[src/rtl/div_host_pkg.sv]
// Shared types and default sizing for the serial-divider host interface.
package div_host_pkg;

   localparam int DEF_WIDTH   = 16;
   localparam int DEF_TIMEOUT = 40;
   localparam int LOAD_CYCLES = DEF_WIDTH + 1;

   typedef enum logic [2:0] {
      IDLE,
      LOAD,
      WAIT,
      COLLECT,
      RESULT
   } state_t;

   function automatic int max2(input int a, input int b);
      return (a > b) ? a : b;
   endfunction

endpackage

[src/rtl/div_piso.sv]
// Parallel-load, hold/shift-enable shift register presenting its MSB for serial output.
module div_piso
   import div_host_pkg::*;
#(
   parameter int WIDTH = DEF_WIDTH
) (
   input  logic             clk,
   input  logic             reset_n,
   input  logic             load,
   input  logic             shift,
   input  logic [WIDTH-1:0] data,
   output logic             msb
);

   logic [WIDTH-1:0] sreg;

   always_ff @(posedge clk or negedge reset_n) begin
      if (!reset_n) begin
         sreg <= '0;
      end else if (load) begin
         sreg <= data;
      end else if (shift) begin
         sreg <= sreg << 1;
      end
   end

   assign msb = sreg[WIDTH-1];

endmodule

[src/rtl/div_host_if.sv]
// Host-side handshake wrapper around a bit-serial divider: serialises N/D, collects Q.
// Optional macro DIV_HOST_DIVZERO_CHECK_EN answers D==0 locally without using the divider.
module div_host_if
   import div_host_pkg::*;
#(
   parameter int WIDTH   = DEF_WIDTH,
   parameter int TIMEOUT = DEF_TIMEOUT
) (
   input  logic             clk,
   input  logic             reset_n,
   input  logic             in_valid,
   output logic             in_ready,
   input  logic [WIDTH-1:0] in_n,
   input  logic [WIDTH-1:0] in_d,
   output logic             div_load,
   output logic             div_n,
   output logic             div_d,
   input  logic             div_done,
   input  logic             div_q,
   output logic             out_valid,
   input  logic             out_ready,
   output logic [WIDTH-1:0] out_q,
   output logic             out_err
);

   // The package constant is sized for the default width; rebase it on this instance.
   localparam int LOAD_LEN = LOAD_CYCLES + (WIDTH - DEF_WIDTH);
   localparam int CNT_MAX  = max2(LOAD_LEN, max2(TIMEOUT, WIDTH));
   localparam int CNT_W    = $clog2(CNT_MAX + 1);

   localparam logic [CNT_W-1:0] LOAD_LAST = CNT_W'(LOAD_LEN - 1);
   localparam logic [CNT_W-1:0] WAIT_LAST = CNT_W'((TIMEOUT > 0) ? TIMEOUT - 1 : 0);
   localparam logic [CNT_W-1:0] CAPT_LAST = CNT_W'(WIDTH - 1);

   state_t           state;
   state_t           state_next;
   logic [CNT_W-1:0] cnt;
   logic [CNT_W-1:0] cnt_next;
   logic [WIDTH-1:0] q_reg;
   logic [WIDTH-1:0] q_next;
   logic [WIDTH-1:0] q_shift_in;
   logic             err_reg;
   logic             err_next;
   logic             armed;
   logic             piso_load;
   logic             piso_shift;
   logic             n_msb;
   logic             d_msb;

   div_piso #(.WIDTH(WIDTH)) u_piso_n (
      .clk     (clk),
      .reset_n (reset_n),
      .load    (piso_load),
      .shift   (piso_shift),
      .data    (in_n),
      .msb     (n_msb)
   );

   div_piso #(.WIDTH(WIDTH)) u_piso_d (
      .clk     (clk),
      .reset_n (reset_n),
      .load    (piso_load),
      .shift   (piso_shift),
      .data    (in_d),
      .msb     (d_msb)
   );

   // Keeps in_ready low until the first clock edge after reset is released.
   always_ff @(posedge clk or negedge reset_n) begin
      if (!reset_n) begin
         armed <= 1'b0;
      end else begin
         armed <= 1'b1;
      end
   end

   always_ff @(posedge clk or negedge reset_n) begin
      if (!reset_n) begin
         state   <= IDLE;
         cnt     <= '0;
         q_reg   <= '0;
         err_reg <= 1'b0;
      end else begin
         state   <= state_next;
         cnt     <= cnt_next;
         q_reg   <= q_next;
         err_reg <= err_next;
      end
   end

   assign q_shift_in = (q_reg << 1) | WIDTH'(div_q);

   always_comb begin
      state_next = state;
      cnt_next   = cnt;
      q_next     = q_reg;
      err_next   = err_reg;
      piso_load  = 1'b0;
      piso_shift = 1'b0;
      in_ready   = 1'b0;
      div_load   = 1'b0;
      out_valid  = 1'b0;

      case (state)
         IDLE: begin
            in_ready = armed;
            if (in_valid && armed) begin
               piso_load  = 1'b1;
               q_next     = '0;
               err_next   = 1'b0;
               cnt_next   = '0;
               state_next = LOAD;
`ifdef DIV_HOST_DIVZERO_CHECK_EN
               if (in_d == '0) begin
                  q_next     = '1;
                  err_next   = 1'b1;
                  state_next = RESULT;
               end
`endif
            end
         end

         // MSB is presented twice (first two cycles), so the LSB lands on the last load cycle.
         LOAD: begin
            div_load   = 1'b1;
            piso_shift = (cnt != '0) && (cnt != LOAD_LAST);
            if (cnt == LOAD_LAST) begin
               cnt_next   = '0;
               state_next = WAIT;
            end else begin
               cnt_next = cnt + CNT_W'(1);
            end
         end

         // The bit present when div_done first rises is the quotient MSB and is captured here.
         WAIT: begin
            if (div_done) begin
               q_next     = q_shift_in;
               cnt_next   = CNT_W'(1);
               state_next = (WIDTH == 1) ? RESULT : COLLECT;
            end else if (cnt == WAIT_LAST) begin
               q_next     = '1;
               err_next   = 1'b1;
               state_next = RESULT;
            end else begin
               cnt_next = cnt + CNT_W'(1);
            end
         end

         COLLECT: begin
            if (div_done) begin
               q_next = q_shift_in;
               if (cnt == CAPT_LAST) begin
                  state_next = RESULT;
               end else begin
                  cnt_next = cnt + CNT_W'(1);
               end
            end else begin
               err_next   = 1'b1;
               state_next = RESULT;
            end
         end

         RESULT: begin
            out_valid = 1'b1;
            if (out_ready) begin
               state_next = IDLE;
            end
         end

         default: begin
            state_next = IDLE;
         end
      endcase
   end

   assign div_n   = (state == LOAD) & n_msb;
   assign div_d   = (state == LOAD) & d_msb;
   assign out_q   = q_reg;
   assign out_err = err_reg;

endmodule
[config.mk]
export PLATFORM = sky130hd
export DESIGN_NAME = div_host_if
export DESIGN_NICKNAME = d
export VERILOG_FILES = /design/src/rtl/div_host_pkg.sv /design/src/rtl/div_piso.sv /design/src/rtl/div_host_if.sv
export SDC_FILE = /design/constraint.sdc
export NUM_CORES = 1
export LEC_CHECK = 0
export ABC_AREA = 1
export CAP_MARGIN = 10
export CORE_UTILIZATION = 30
export DETAILED_ROUTE_END_ITERATION = 16
export PLACE_DENSITY_LB_ADDON = 0.12
export SETUP_SLACK_MARGIN = 0.3
export SLEW_MARGIN = 15
export SYNTH_ARGS = -nofsm -noshare
export SYNTH_HDL_FRONTEND = slang
export SYNTH_SLANG_ARGS = --single-unit
[constraint.sdc]
create_clock -name clk -period 1.8 [get_ports clk]
set_input_delay 0.36 -clock clk [delete_from_list [all_inputs] [get_ports clk]]
set_output_delay 0.36 -clock clk [all_outputs]
set_load 0.03 [all_outputs]
==> impl_metrics.yaml <==
clock_network:
  cts_tree: "yes"
  clockRootBuffer: "clkbuf_8"
  clkSlewWorstSetupHoldPaths_ns: 0.07
  numCtsBuffers: 9
  clk-insertion-delay-late_ns: 0.35
  h-tree-depth: 3
  clkSinkCount: 59
  clk_path_buf_depth: 2
  hold_buffers: 0
power:
  switchingPower_mw: 4.314
  ir_drop_mv: 0.6633
  power_density_mw_per_mm2: 1858
  power_frac_comb_pct: 64.7
  p_seq_share_pct: 22.2
  p_leak_nw: 2.622
  swShare_pct: 42.92
  internal_power_mw: 5.738
  clkPwrFrac_pct: 13.1
worst_setup_path:
  cp_max_fo: 3
  cp-end-kind: "primary output"
  crit_arrival_ns: 1.44
  worstSetupPathType: "reg2out"
  r2r_end: "u_piso_d.sreg[13]"
  r2r_slack_ns: 0.04
  r2r_start: "state[1]"
  crit_required_ns: 1.44
  start_kind: "register"
  ff2ff_path_depth: 11
global_route:
  grt_overflow_total: 0
  grt_max_degree: 60
  grt_pass1_wl_mm: 16.08
  track_usage_pct: 18.74
  antenna_found_initial: 0
  grt_pass1_vias: 3231
sta:
  hold_ws_ns: 0.005014
  hold_violations: 0
  setup_tns_ns: -0.004941
  report.final.slew_viol_count: 0
  setup_viol: 1
  fin_worst_skew_ns: 0.01171
  fin_ws_ns: -0.004941
  fmax_mhz: 554.0
  period_share_pct: 100.3
  rsz0062_at_grt: "yes"
  finalCriticalPeriod_ns: 1.805
route:
  firstDrtPassIters: 4
  drt-total-wl_mm: 9.803
  num_vias: 3240
  drtIter0Drc: 73
  drcViolationCount: 0
  wire_per_inst_um: 14.37
  postRouteAntennaNets: 0
  viasPerCell: 4.751
die:
  ioPinCount: 60
  die_height_um: 104.6
  die-area_mm2: 0.01095
  fp.dieW_um: 104.6
  start_util_pct: 30.75
  rows: 37
  core_mm2: 0.01028
yosys:
  synth-simple-area-share_pct: 29.30
  synth-compound-area-share_pct: 13.26
  ys_seq_area_share_pct: 46.71
  synth_fa_ha_area_share_pct: 0.7918
  synth_common_cells: "nand2_1, dfrtp_1, o21ai_0, inv_1, nor2_1"
  ys_types: 29
  synth-seq-cells: 59
  synthDominantCellAreaShare_pct: 46.71
  synth-xor-area-share_pct: 0.5542
  muxShareOfSynthArea_pct: 0
  synth_edf_count: 0
  syn_avg_cell_area_um2: 7.671
  postSynth.asyncResetShare_pct: 100.0
  syn_nets: 452
  yosysWarningCount: 0
  yosysTopAreaCell: "dfrtp_1"
  yosysMostFrequentCell: "nand2_1"
  ys.flop_type: "dfrtp_1"
  synth_top_family_by_area: "simple AND/OR/NAND/NOR gates"
  synth_area_mm2: 0.003161
  synth_area_leaders: "dfrtp_1, nand2_1, o21ai_0"
  synthCells: 412
cells_and_area:
  nets: 581
  drive_gt1_share_pct: 36.26
  nFillCells: 1006
  syn2layout_area_growth_pct: 71.14
  final_cell_area_mm2: 0.005409
  antennaDiodeCount: 0
status:
  violations: "negative setup slack"
  status: "finished with violations"
placed_design:
  pre_cts_ws_ns: -0.03127
  io_buffers: 59
  postPlaceCellArea_mm2: 0.004041
  place_congestion: 0.7824
  dp.final_hpwl_mm: 5.292
flow_run:
  drv_cap: 0
worst_hold_path:
  min_path_type: "in2async"
## registers in the layout, indices dropped and copies added (netlist names)
signal and count:
u_piso_d.sreg 16, out_err 1, armed 1, cnt 6, state 3, u_piso_n.sreg 16, out_q 16
## routing by layer
layer,global-route usage [%],up-vias,part of all wire [%]
met5,0,-,0
met4,5.835,0,1.0
met3,3.993,10,3.5
met2,32.12,68,50
met1,23.50,1571,45
li1,-,1591,-
## placed cells by master, fill, tap and decap left out, types with 5 or more instances in the layout
| cell | n |
|---|---|
| buf_6 | 24 |
| o21ai_0 | 8 |
| nand3_1 | 9 |
| o21ai_1 | 27 |
| buf_12 | 14 |
| o211ai_1 | 20 |
| nand2_2 | 14 |
| nand2_4 | 7 |
| buf_4 | 28 |
| buf_16 | 12 |
| nor2_1 | 15 |
| clkbuf_8 | 11 |
| clkdlybuf4s15_2 | 5 |
| o21ai_2 | 7 |
| nand4_1 | 6 |
| dfrtp_1 | 56 |
| inv_1 | 35 |
| clkdlybuf4s50_1 | 36 |
| nor2_4 | 14 |
| nand2_1 | 123 |
| nand3_2 | 18 |
| clkbuf_2 | 10 |
## what timing repair did
item                                    in CTS  in global routing
gates cloned                                15                  0
endpoints found under the setup margin      79                 74
pin swaps                                   30                 14
gates resized for setup                    150                 37
buffers inserted                            32                 12
## power by group through the flow
stage | clock network (mW) | logic, mW | registers, mW
floorplan | 0 | 2.41 | 2.51
global placement | 0 | 3.97 | 2.24
detailed placement | 0 | 3.99 | 2.25
CTS | 1.34 | 6.18 | 2.23
global route | 1.41 | 7.00 | 2.29
finish | 1.32 | 6.50 | 2.23
## worst max-delay path, cell delays in order, from the launching register on
cell and delay, ns:
dfrtp_2 0.46, nor3_4 0.27, buf_4 0.16, buf_6 0.09
buf_6 0.12
## cell families after synthesis
| logic type | count (synthesis) |
|---|---|
| AND/OR/NAND/NOR | 215 |
| AO/OA/AOI/OAI | 71 |
| buffers and inverters | 62 |
| flip-flops | 59 |
| XOR/XNOR | 2 |
| adder cells (fa/ha/maj) | 2 |
| other | 1 |
## cell type report
| cell class | instances | area (um^2) | share of cell area, % |
|---|---|---|---|
| inverter | 43 | 173.9 | 3.215 |
| multi-input combinational | 293 | 1747 | 32.29 |
| clock inverter | 5 | 58.81 | 1.087 |
| sequential | 59 | 1480 | 27.37 |
| tap | 136 | 170.2 | 3.146 |
| clock buffer | 11 | 151.4 | 2.799 |
| timing repair buffer | 135 | 1628 | 30.09 |
## worst max path at each step
stage          slack [ns]  cells after the start      from        end
2_1_floorplan        0.16                      4  state[0]      div_d
3_3_place_gp         0.01                      8  in_valid  out_q[15]
3_5_place_dp        -0.03                      8  in_valid  out_q[10]
4_1_cts              0.02                      5  state[0]      div_n
5_1_grt             -0.07                      4  state[2]   div_load
6_report           -0.005                      4  state[2]   div_load
## stage by stage
| step | util (%) | total power [mW] | std cells |
|---|---|---|---|
| after global placement | 39.32 | 6.212 | 607 |
| after floorplan | - | 4.919 | 412 |
| after detailed placement | 39.32 | 6.239 | 607 |
| after CTS | 51.34 | 9.745 | 670 |
| final | 52.63 | 10.05 | 682 |
| after global routing | 52.63 | 10.70 | 682 |
Power figures use the tool's default switching activity.
